[src/rtl/mealy_det_pkg.sv]
// Shared types and next-state function for the time-multiplexed "1011" detector.
// Config macro: OVERLAP_EN selects overlapping (S1 after hit) vs non-overlapping (S0) detection.
package mealy_det_pkg;

    typedef enum logic [1:0] {
        S0 = 2'd0,
        S1 = 2'd1,
        S2 = 2'd2,
        S3 = 2'd3
    } det_state_t;

    localparam logic [3:0] PATTERN = 4'b1011;

`ifdef OVERLAP_EN
    // The trailing 1 of a match is also the first bit of the next one.
    localparam det_state_t S_AFTER_HIT = S1;
`else
    localparam det_state_t S_AFTER_HIT = S0;
`endif

    // Returns {hit, next_state}. Fall-back edges are the KMP
    // failure targets for PATTERN.
    function automatic logic [2:0] det_next(
        det_state_t s,
        logic       b
    );
        det_state_t n;
        logic       hit;
        hit = 1'b0;
        n   = S0;
        unique case (s)
            S0: n = (b == PATTERN[3]) ? S1 : S0;
            S1: n = (b == PATTERN[2]) ? S2 : S1;
            S2: n = (b == PATTERN[1]) ? S3 : S0;
            S3: begin
                if (b == PATTERN[0]) begin
                    hit = 1'b1;
                    n   = S_AFTER_HIT;
                end else begin
                    n = S2;
                end
            end
        endcase
        return {hit, n};
    endfunction

endpackage

[src/rtl/mealy_det_rr_sched_arb.sv]
// Combinational round-robin arbiter: one-hot grant, search starts at ptr+1.
// Ports: req (N), ptr (last granted index), gnt (one-hot, 0 when req=0).
module rr_arbiter #(
    parameter int N = 4,
    parameter int W = (N > 1) ? $clog2(N) : 1
) (
    input  logic [N-1:0] req,
    input  logic [W-1:0] ptr,
    output logic [N-1:0] gnt
);

    logic         found;
    logic [W-1:0] idx;

    always_comb begin
        gnt   = '0;
        found = 1'b0;
        idx   = '0;
        for (int i = 1; i <= N; i++) begin
            idx = W'((int'(ptr) + i) % N);
            if (!found && req[idx]) begin
                gnt[idx] = 1'b1;
                found    = 1'b1;
            end
        end
    end

endmodule

[src/rtl/mealy_det_rr_sched.sv]
// N_CH serial channels share one "1011" Mealy detector, granted round-robin.
// Ports: clk, rst (sync, high), req/bit_in/ch_clr (N_CH), gnt (comb one-hot),
//        det_valid/det_ch/det_hit/hit_total (registered). Macro: OVERLAP_EN.
module mealy_det_rr_sched
    import mealy_det_pkg::*;
#(
    parameter int N_CH  = 4,
    parameter int CH_W  = $clog2(N_CH),
    parameter int CNT_W = 8
) (
    input  logic             clk,
    input  logic             rst,
    input  logic [N_CH-1:0]  req,
    input  logic [N_CH-1:0]  bit_in,
    input  logic [N_CH-1:0]  ch_clr,
    output logic [N_CH-1:0]  gnt,
    output logic             det_valid,
    output logic [CH_W-1:0]  det_ch,
    output logic             det_hit,
    output logic [CNT_W-1:0] hit_total
);

    det_state_t       st [N_CH];
    logic [CH_W-1:0]  ptr;
    logic [N_CH-1:0]  elig;
    logic [CH_W-1:0]  gidx;
    logic             any;
    det_state_t       cur;
    det_state_t       nxt;
    logic [2:0]       res;
    logic             hit;

    // Clearing channels sit out arbitration so their bit stays pending.
    assign elig = req & ~ch_clr & {N_CH{~rst}};

    rr_arbiter #(
        .N (N_CH),
        .W (CH_W)
    ) u_arb (
        .req (elig),
        .ptr (ptr),
        .gnt (gnt)
    );

    assign any = |gnt;

    always_comb begin
        gidx = '0;
        for (int c = 0; c < N_CH; c++) begin
            if (gnt[c]) gidx = CH_W'(c);
        end
    end

    // Next-state process for the shared detector.
    always_comb begin
        cur = st[gidx];
        res = det_next(cur, bit_in[gidx]);
        nxt = det_state_t'(res[1:0]);
    end

    // Output process: Mealy hit qualified by a real grant.
    assign hit = any & res[2];

    // State register process: the per-channel state file.
    always_ff @(posedge clk) begin
        if (rst) begin
            for (int c = 0; c < N_CH; c++) st[c] <= S0;
        end else begin
            for (int c = 0; c < N_CH; c++) begin
                if (ch_clr[c])   st[c] <= S0;
                else if (gnt[c]) st[c] <= nxt;
            end
        end
    end

    always_ff @(posedge clk) begin
        if (rst) begin
            ptr       <= CH_W'(N_CH - 1);
            det_valid <= 1'b0;
            det_ch    <= '0;
            det_hit   <= 1'b0;
            hit_total <= '0;
        end else begin
            if (any) ptr <= gidx;
            det_valid <= any;
            det_ch    <= gidx;
            det_hit   <= hit;
            // Count moves together with det_hit so both agree in one cycle.
            if (hit && hit_total != {CNT_W{1'b1}})
                hit_total <= hit_total + 1'b1;
        end
    end

endmodule

[config.mk]
export PLATFORM = sky130hd
export DESIGN_NAME = mealy_det_rr_sched
export DESIGN_NICKNAME = d
export VERILOG_FILES = /design/src/rtl/mealy_det_pkg.sv /design/src/rtl/mealy_det_rr_sched_arb.sv /design/src/rtl/mealy_det_rr_sched.sv
export SDC_FILE = /design/constraint.sdc
export NUM_CORES = 1
export LEC_CHECK = 0
export CORE_AREA = 2 2 68 70
export DETAILED_ROUTE_END_ITERATION = 16
export DIE_AREA = 0 0 70 72
export PLACE_DENSITY_LB_ADDON = 0.3
export SETUP_SLACK_MARGIN = 0.5
export SYNTH_ARGS = -nofsm -noshare
export SYNTH_HDL_FRONTEND = slang
export SYNTH_SLANG_ARGS = --single-unit
[constraint.sdc]
create_clock -name clk -period 4.6 [get_ports clk]
set_input_delay 1.15 -clock clk [delete_from_list [all_inputs] [get_ports clk]]
set_output_delay 1.15 -clock clk [all_outputs]
set_load 0.005 [all_outputs]
==> results.json <==
{
  "grt_max_degree": 17,
  "synth_cell_types": 58,
  "p_leak_uw": 0.00104,
  "min_path_type": "reg2reg",
  "area_growth_pct": 47.3,
  "die-height_um": 72,
  "setup_viol": 0,
  "rows": 24,
  "pwr_density_cell_nw_per_um2": 474,
  "clock_path_buffers": 2,
  "port_buffers": 29,
  "gp_congestion": 0.804,
  "antenna_found_initial": 0,
  "max_slew.worst_pin.slew_ns": 0.440,
  "maxSlewViolCount": 0,
  "ctsHoldBuffers": 0,
  "synth_area_leaders": "dfxtp_1 (17%), edfxtp_1 (14%), ha_1 (6.0%), nor4b_2 (3.6%), a211oi_1 (3.1%)",
  "fp.dieW_um": 70,
  "num_io_pins": 30,
  "clock_latency_ns": 0.26,
  "grt_pass1_vias": 1610,
  "required_ns": 3.45,
  "core_sq_um": 4260,
  "worstPathArrival_ns": 2.85,
  "path_clk_slew_ns": 0.07,
  "cts_buffers": 3,
  "diodes": 0,
  "async_flop_share": 0,
  "initial_core_util": 0.394,
  "cp-start-kind": "primary input",
  "hold_viol": 0,
  "min_period_ns": 4.00,
  "cts_tree": "built",
  "drcViolationCount": 0,
  "timing.fmax_mhz": 250,
  "syn_inst": 176,
  "synth.most_common_cell": "dfxtp_1",
  "cap_violations": 0,
  "ys.flop_type": "dfxtp_1",
  "synth_seq_area_share": 0.310,
  "first_iter_violations": 44,
  "critPathKind": "in2out",
  "avgSynthCellArea_sq_um": 9.55,
  "synth_top_area_cell": "dfxtp_1",
  "synth_area_sq_um": 1680,
  "crit_path_end_kind": "output pin",
  "fin_crit_sh": 0.871,
  "cts.sink_count": 22,
  "root_buffer": "clkbuf_8",
  "final.fill_count": 384,
  "place_ws_ns": -0.0427,
  "ir_drop_v": 0.000156,
  "power_uw": 1170,
  "synth_warnings": 0,
  "ys_ff_latch": 22,
  "drive_above_1_share": 0.350,
  "fin_ws_ns": 0.596,
  "via_count": 1654,
  "grt_pass1_wl_um": 7450,
  "grt_setup_unrepaired": "no",
  "synthTopCellsByCount": "dfxtp_1 (14), nor2_1 (12), nand3_1 (10)",
  "synth_nets": 198,
  "netlist.area_leader.share": 0.167,
  "synth-edff-count": 8,
  "die_area_sq_um": 5040,
  "overflow": 0,
  "first_pass_iters": 4,
  "antenna_left": 0,
  "crit_fanout": 4,
  "max_slew_margin": 0.703,
  "grt.total_usage": 0.183,
  "skew_ns": 0.00237,
  "dp_hpwl_um": 3180,
  "wl_per_cell_um": 15.4,
  "fin_util": 0.580,
  "final_nets": 263,
  "viasPerCell": 5.66,
  "htreeDepth": 1,
  "status": "completed",
  "wirelength_um": 4510
}
worst paths after layout:
| check | startpoint | to | slack [ns] | depth (start not counted) |
|---|---|---|---|---|
| worst min register to register | hit_total[2] | hit_total[2] | 0.52 | 1 |
| worst min-delay path | hit_total[2] | hit_total[2] | 0.52 | 1 |
| worst max-delay path | req[0] | gnt[3] | 0.60 | 9 |
| worst max register to register | ptr[0] | st[1][1] | 0.92 | 13 |
routing by layer:
| layer | part of all wire | vias to the layer above | global-route usage |
|---|---|---|---|
| li1 | - | 812 | - |
| met1 | 0.47 | 785 | 0.229 |
| met5 | 0 | - | 0 |
| met2 | 0.48 | 52 | 0.337 |
| met4 | 0.012 | 0 | 0.0449 |
| met3 | 0.041 | 5 | 0.0208 |
kinds of logic after synthesis:
kind of cell | Yosys count | synth area share
AO/OA/AOI/OAI | 47 | 0.246
flip-flops | 22 | 0.310
buffers and inverters | 15 | 0.0477
adder cells (fa/ha/maj) | 8 | 0.0596
AND/OR/NAND/NOR | 77 | 0.291
multiplexers | 7 | 0.0454
through the flow:
step / cells / instance area (sq um) / TNS [ns] / hold slack (ns)
after CTS: 290 / 2410 / 0 / 0.522
after detailed placement: 272 / 2150 / -0.0498 / 0.504
after global placement: 272 / 2150 / -0.00628 / 0.509
after floorplan: 176 / 1680 / 0 / 0.483
after global routing: 292 / 2470 / 0 / 0.584
final: 292 / 2470 / 0 / 0.516
placed cells by master, fill, tap and decap left out, types with 7 or more instances in the layout:
| cell | n |
|---|---|
| buf_4 | 35 |
| clkdlybuf4s50_1 | 16 |
| dfxtp_1 | 13 |
| edfxtp_1 | 8 |
| ha_1 | 8 |
| inv_1 | 7 |
| nand2_1 | 7 |
| nand3_1 | 10 |
| nor2_1 | 11 |
| or3_1 | 7 |
final cells by class:
| class | instances | area [sq um] | share of cell area |
|---|---|---|---|
| sequential | 22 | 522 | 0.211 |
| inverter | 9 | 33.8 | 0.0137 |
| clock buffer | 4 | 45.0 | 0.0182 |
| timing repair buffer | 66 | 549 | 0.222 |
| multi-input combinational | 139 | 1260 | 0.509 |
| tap | 52 | 65.1 | 0.0263 |
state kept, by name, indices dropped and copies added, names as in the netlist:
| signal | cells |
|---|---|
| ptr | 2 |
| det_ch | 2 |
| det_valid | 1 |
| st | 8 |
| hit_total | 8 |
| det_hit | 1 |
what timing repair did:
action                                  4_1_cts  5_1_grt
gates resized for setup                      49       14
buffers inserted                             14        2
endpoints found under the setup margin       13       13
pin swaps                                    20        6
power by group:
part	switching [uW]	leakage, uW	internal, uW
registers	45.4	0.000203	243
clock network	59.8	0.0000228	61.8
logic	403	0.000812	360
worst max-delay path, stage by stage:
cell	delay, ns
dlygate4sd2_1	0.26
nor4bb_4	0.17
buf_4	0.14
o21ba_4	0.21
or2_1	0.24
a22o_1	0.24
a221oi_4	0.23
inv_2	0.08
buf_2	0.13
No activity file was read; power rests on OpenSTA's default activity.
